File: src/rtl/stream_xbar_return.sv
// Return-path router: steers id-tagged packets to one of D_COUNT destination
// streams through a single-entry register per destination; out-of-range ids are dropped.
module stream_xbar_return #(
  parameter int T_DATA_WIDTH = 8,
  parameter int D_COUNT      = 3,
  parameter int T_ID___WIDTH = (D_COUNT > 1) ? $clog2(D_COUNT) : 1
) (
  input  logic                    clk,
  input  logic                    rst,
  input  logic [T_DATA_WIDTH-1:0] s_data_i,
  input  logic [T_ID___WIDTH-1:0] s_id_i,
  input  logic                    s_last_i,
  input  logic                    s_valid_i,
  output logic                    s_ready_o,
  output logic [T_DATA_WIDTH-1:0] m_data_o [D_COUNT],
  output logic [D_COUNT-1:0]      m_last_o,
  output logic [D_COUNT-1:0]      m_valid_o,
  input  logic [D_COUNT-1:0]      m_ready_i,
  output logic                    drop_o,
  output logic                    busy_o
);

  typedef enum logic [1:0] {
    HEAD = 2'd0,
    BODY = 2'd1,
    DROP = 2'd2
  } state_t;

  localparam logic [T_ID___WIDTH:0] D_COUNT_W = D_COUNT[T_ID___WIDTH:0];

  state_t                    state_q, state_d;
  logic [T_ID___WIDTH-1:0]   lock_id_q, lock_id_d;
  logic                      drop_q, drop_d;
  logic [T_DATA_WIDTH-1:0]   m_data_q [D_COUNT];
  logic [T_DATA_WIDTH-1:0]   m_data_d [D_COUNT];
  logic [D_COUNT-1:0]        m_last_q, m_last_d;
  logic [D_COUNT-1:0]        m_valid_q, m_valid_d;

  logic [D_COUNT-1:0]        free_s;
  logic [T_ID___WIDTH-1:0]   tgt_id_s;
  logic                      tgt_free_s;
  logic                      in_range_s;
  logic                      ready_s;
  logic                      wr_en_s;

  // Target selection: the head beat's own id in HEAD, the locked id otherwise.
  always_comb begin
    free_s     = ~m_valid_q | m_ready_i;
    in_range_s = ({1'b0, s_id_i} < D_COUNT_W);
    tgt_id_s   = (state_q == HEAD) ? s_id_i : lock_id_q;
    tgt_free_s = 1'b0;
    for (int d = 0; d < D_COUNT; d++) begin
      if (tgt_id_s == T_ID___WIDTH'(d)) begin
        tgt_free_s = free_s[d];
      end else begin
        tgt_free_s = tgt_free_s;
      end
    end
  end

  // Packet FSM: decides input ready, buffer write and drop pulse.
  always_comb begin
    state_d   = state_q;
    lock_id_d = lock_id_q;
    drop_d    = 1'b0;
    ready_s   = 1'b0;
    wr_en_s   = 1'b0;
    case (state_q)
      HEAD: begin
        if (in_range_s) begin
          ready_s = tgt_free_s;
          if (s_valid_i && tgt_free_s) begin
            wr_en_s   = 1'b1;
            lock_id_d = s_id_i;
            state_d   = s_last_i ? HEAD : BODY;
          end else begin
            state_d = HEAD;
          end
        end else begin
          ready_s = 1'b1;
          if (s_valid_i) begin
            drop_d  = s_last_i;
            state_d = s_last_i ? HEAD : DROP;
          end else begin
            state_d = HEAD;
          end
        end
      end
      BODY: begin
        ready_s = tgt_free_s;
        if (s_valid_i && tgt_free_s) begin
          wr_en_s = 1'b1;
          state_d = s_last_i ? HEAD : BODY;
        end else begin
          state_d = BODY;
        end
      end
      DROP: begin
        ready_s = 1'b1;
        if (s_valid_i && s_last_i) begin
          drop_d  = 1'b1;
          state_d = HEAD;
        end else begin
          state_d = DROP;
        end
      end
      default: begin
        state_d = HEAD;
      end
    endcase
  end

  // Destination registers: drain on ready, refill from the input when targeted.
  always_comb begin
    for (int d = 0; d < D_COUNT; d++) begin
      m_valid_d[d] = m_valid_q[d] & ~m_ready_i[d];
      m_last_d[d]  = m_last_q[d];
      m_data_d[d]  = m_data_q[d];
      if (wr_en_s && (tgt_id_s == T_ID___WIDTH'(d))) begin
        m_valid_d[d] = 1'b1;
        m_last_d[d]  = s_last_i;
        m_data_d[d]  = s_data_i;
      end else begin
        m_valid_d[d] = m_valid_d[d];
      end
    end
  end

  // State and output registers with synchronous reset.
  always_ff @(posedge clk) begin
    if (rst) begin
      state_q   <= HEAD;
      lock_id_q <= '0;
      drop_q    <= 1'b0;
      m_valid_q <= '0;
      m_last_q  <= '0;
      for (int d = 0; d < D_COUNT; d++) begin
        m_data_q[d] <= '0;
      end
    end else begin
      state_q   <= state_d;
      lock_id_q <= lock_id_d;
      drop_q    <= drop_d;
      m_valid_q <= m_valid_d;
      m_last_q  <= m_last_d;
      m_data_q  <= m_data_d;
    end
  end

  assign s_ready_o = ready_s;
  assign m_data_o  = m_data_q;
  assign m_last_o  = m_last_q;
  assign m_valid_o = m_valid_q;
  assign drop_o    = drop_q;
  assign busy_o    = (state_q != HEAD);

endmodule

File: config.mk
export PLATFORM = sky130hd
export DESIGN_NAME = stream_xbar_return
export DESIGN_NICKNAME = d
export VERILOG_FILES = /design/src/rtl/stream_xbar_return.sv
export SDC_FILE = /design/constraint.sdc
export NUM_CORES = 1
export LEC_CHECK = 0
export CAP_MARGIN = 25
export CORE_MARGIN = 2
export CORE_UTILIZATION = 45
export DETAILED_ROUTE_END_ITERATION = 6
export GPL_ROUTABILITY_DRIVEN = 0
export PLACE_DENSITY_LB_ADDON = 0.2
export SLEW_MARGIN = 20
export SYNTH_ARGS = -nofsm -noshare
export SYNTH_HDL_FRONTEND = slang
export SYNTH_SLANG_ARGS = --single-unit
File: constraint.sdc
create_clock -name clk -period 2.1 [get_ports clk]
set_input_delay 0.525 -clock clk [delete_from_list [all_inputs] [get_ports clk]]
set_output_delay 0.525 -clock clk [all_outputs]
set_load 0.005 [all_outputs]
Word-level counts from Yosys, hierarchy flattened
Index checks and enable logic that the tools add are counted.
{ "totals": {"rom_bits": 0, "inputBits": 17, "latchBits": 0, "wordCells": 56, "ram_bits": 0, "mem_count": 0, "output_inout_bits": 33, "ff_bits": 35} }
{ "op_classes": {"reduce_logical": 9, "magnitude_cmp": 1, "div_mod_pow": 0, "add_sub_neg": 0, "n_bitwise": 8, "n_eq_ne": 4, "shifts": 0, "n_mux": 24, "n_mul": 0} }
{ "ops": {"columns": ["op", "count"], "rows": [
  ["$mux W1", 15],
  ["$mux W2", 5],
  ["$pmux W2 S3", 1],
  ["$logic_and A1 B1 Y1", 5],
  ["$eq A2 B1 Y1 const B", 2],
  ["$eq A2 B2 Y1 const B", 2],
  ["$logic_not A2 Y1", 2],
  ["$pmux W1 S2", 2],
  ["$and A1 B1 Y1", 3],
  ["$not A1 Y1", 3],
  ["$not A3 Y3", 1],
  ["$or A3 B3 Y3", 1],
  ["$pmux W1 S3", 1],
  ["$reduce_and A3 Y1", 1],
  ["$lt A2 B2 Y1 const B", 1],
  ["$reduce_bool A2 Y1", 1]
]} }

Longest topological paths before layout
{ "logic_depth": {"word_depth": 12, "mapped_depth": 8} }

Worst setup path after synthesis
Ideal clock, no wire load.
{ "synth_timing": {"kind": "input port to output port", "startpoint": "in s_id_i[1]", "endpoint": "out s_ready_o", "t_arrival_ns": 1.478, "path_slack_ns": 0.097, "cell_stages": 5, "cell_sequence": "buf_6 > nor4b_1 > a31oi_1 > o211a_1 > o22ai_1"} }
{ "synth_via": {"elab_chain_len": 7} }
{ "synth_rtl": {"columns": ["element", "line_no", "rtl"], "rows": [
  ["start, declared", "11", "input logic [T_ID___WIDTH-1:0] s_id_i,"],
  ["$mux W2", "50", "tgt_id_s = (state_q == HEAD) ? s_id_i : lock_id_q;"],
  ["$logic_not A2 Y1", "53", "if (tgt_id_s == T_ID___WIDTH'(d)) begin"],
  ["$mux W1 (3 in series)", "53", null],
  ["$mux W1", "70", "if (in_range_s) begin"],
  ["$pmux W1 S3 *", "68", "case (state_q)"],
  ["end, declared", "14", "output logic s_ready_o,"]
]} }
Every way passes the cells marked *; elsewhere a longest branch is shown, timed or not.

Final worst setup path
{ "layout_timing": {"startpoint": "reg state_q[0]", "endpoint": "out s_ready_o"} }
{ "layout_via": {"elab_chain_len": 8} }
{ "layout_rtl": {"columns": ["element", "line_no", "rtl"], "rows": [
  ["start, declared", "31", "state_t state_q, state_d;"],
  ["start signal, assigned", "141", "state_q <= state_d;"],
  ["$logic_not A2 Y1", "50, 68", null],
  ["$mux W2", "50", null],
  ["$logic_not A2 Y1", "53", null],
  ["$mux W1 (3 in series)", "53", null],
  ["$mux W1", "70", null],
  ["$pmux W1 S3 *", "68", null]
]} }
Marks and branches as above.

==> results.yml <==
outcome:
  status: "complete, but fails checks"
  violations: "setup timing"
die:
  rows: 21
  die_area_um2: 3850
  initial_core_util_pct: 46.1
  fp.dieW_um: 62.0
  core_um2: 3280
  io_pins: 50
  die_height_um: 62.0
synth:
  synth_common_cells: "35 x dfxtp_1, 27 x mux2i_1, 22 x nor2_1"
  synth_top_family_by_area: "multiplexers"
  synth_xor_xnor_area_share_pct: 0
  synth_fp_nets: 176
  synth_top_area_share_pct: 46.2
  async_reset_ff_share_pct: 0
  synth_compound_area_share_pct: 12.9
  synth-seq-cells: 35
  synth_adder_area_share_pct: 0
  ys_top_cells_by_area: "dfxtp_1 46%, mux2i_1 18%, nor2_1 5.5%"
  synthDistinctLibCells: 35
  yosys-mux-area-fraction_pct: 17.8
  synth_area_per_cell_um2: 9.53
  synth-edff-count: 0
  synth_ff_type: "dfxtp_1"
  synth-warning-count: 0
  synth_top_area_cell: "dfxtp_1"
  syn_inst: 159
  yosysMostFrequentCell: "dfxtp_1"
  synth_simple_gate_area_share_pct: 16.5
  syn_area_um2: 1520
  yosysSeqAreaShare_pct: 46.2
grt:
  grt_overflow: 0
  grt_max_degree: 26
  grtUsageTotal_pct: 22.7
  grt_pass1_wl_um: 6350
  grt_pass1_vias: 1424
  antenna_found_initial: 0
cts:
  cts.clk_slew.worst_paths_ns: 0.10
  numCtsBuffers: 5
  cts_tree: "done"
  clock_latency_ns: 0.32
  hold_buffers: 0
  clockRootBuffer: "clkbuf_4"
  clockBufferDepth: 2
  h-tree-depth: 2
  clock_sinks: 35
route:
  firstDrtPassIters: 5
  ant_nets: 0
  vias: 1379
  avgRoutedWirePerCell_um: 14.0
  route.detailed.drc: 0
  vias_per_cell: 5.00
  routed_wl_um: 3870
  drtIter0Drc: 53
sta:
  setup-tns-final_ns: -0.0495
  fin_hold_ws_ns: 0.469
  setup_ws_ns: -0.0495
  fmax_ghz: 0.465
  tightest_slew_ns: 0.603
  hold_viol_final: 0
  rsz0062_at_grt: "true"
  post-route-min-period_ns: 2.15
  fin_skew_ns: 0.00780
  slew_violations: 0
  relSlewSlack_pct: 59.7
  period_share_pct: 102
  setup_viol: 1
pwr:
  power.leakage_nw: 0.853
  fin_total_pwr_w: 0.00138
  p_per_area_nw_per_um2: 611
  vdd_drop_max_mv: 0.416
finish:
  nets: 246
  drive_gt1_share_pct: 20.4
  antenna_cells: 0
  syn2layout_area_growth_pct: 49.0
critical_path:
  cp_max_fo: 5
  crit_arrival_ns: 1.62
  cp.required_ns: 1.57
  crit_path_top_delay_cell: "dfxtp_4"
  path_class: "flop to output port"
  startpoint_type: "flop"
  critical-path-max-stage-delay_ns: 0.38
  cp_num_buf_inv: 1
  critPathTopFamily: "compound AO/OA/AOI/OAI gates"
  worstSetupEndpointType: "output port"
  worstPathCellList: "o21a_1 -> a211o_1 -> o211a_1 -> o22ai_2 -> buf_2"
run:
  max-cap-violations: 0
hold_path:
  holdCritPathClass: "flop to flop"
place:
  dp.final_hpwl_um: 2840
  io_buffers: 49
cell usage in the layout, fill, tap and decap left out, types with 2 or more instances in the layout:
cell             Yosys  routed
a21oi_1              2       2
a31oi_1              4       3
buf_2                1       2
buf_4                1      25
clkbuf_1             5       2
clkbuf_4             0       5
clkdlybuf4s50_1      0      45
dfxtp_1             35      33
dfxtp_4              0       2
inv_1                5       5
mux2i_1             27      27
nand2_1             20      20
nor2_1              22      22
nor2b_1              3       3
nor3_2               1       2
o211ai_1             2       2
o21a_1               2       2
o21ai_0              5       4
registers in the layout, summed over array words and instances, names as in the netlist:
signal,count
drop_o,1
m_last_o,3
m_valid_o,3
state_q,2
lock_id_q,2
m_data_o,24
layer usage:
| metal | GRT usage (%) | part of all wire [%] | vias up |
|---|---|---|---|
| met3 | 4.55 | 3.8 | 4 |
| met5 | 0 | 0 | - |
| met4 | 8.21 | 0.83 | 0 |
| met2 | 41.5 | 54 | 34 |
| li1 | - | - | 688 |
| met1 | 25.9 | 41 | 653 |
metrics by stage:
stage	cells	setup slack [ns]	utilization (%)	area, um^2
global route	276	-0.118	68.7	2260
finish	276	-0.0495	68.7	2260
floorplan	159	0.0967	-	1520
detailed placement	264	-0.820	65.4	2150
global placement	264	-0.766	65.4	2150
CTS	274	-0.0511	67.7	2220
what timing repair did:
action / in CTS / in global routing
resized for setup: 15 / 7
endpoints found under the hold margin: 0 / 0
buffers inserted: 2 / 2
setup endpoints to repair: 26 / 2
pin swaps: 4 / 2
worst paths after layout:
check	start	to	slack [ns]	cells after the start
max	state_q[0]	s_ready_o	-0.05	5
min	m_data_o[19]	m_data_o[19]	0.47	2
max reg2reg	state_q[0]	m_data_o[16]	0.12	8
min reg2reg	m_data_o[19]	m_data_o[19]	0.47	2
logic make-up (layout without fill, tap and decap cells):
| group | count (synthesis) | after routing |
|---|---|---|
| simple gates | 55 | 55 |
| flops | 35 | 35 |
| mux | 27 | 27 |
| compound gates | 25 | 25 |
| buf+inv | 17 | 88 |
power by group:
group          total, W  internal, W  switching, W  leakage, nW
logic          0.000321     0.000179      0.000143        0.538
registers      0.000718     0.000695     0.0000234        0.285
clock network  0.000341     0.000131      0.000210       0.0293
worst min-delay path: stages, from the launching register on:
cell and delay, ns:
dfxtp_1 0.32, nand2_1 0.05, mux2i_1 0.05
layout make-up:
class | instances | area [um^2]
clock buffer | 7 | 45.0
clock inverter | 1 | 5.00
fill | 273 | 1030
inverter | 6 | 22.5
multi-input combinational | 107 | 757
sequential | 35 | 708
tap | 46 | 57.6
timing repair buffer | 74 | 662
No activity file was read; power rests on OpenSTA's default activity.
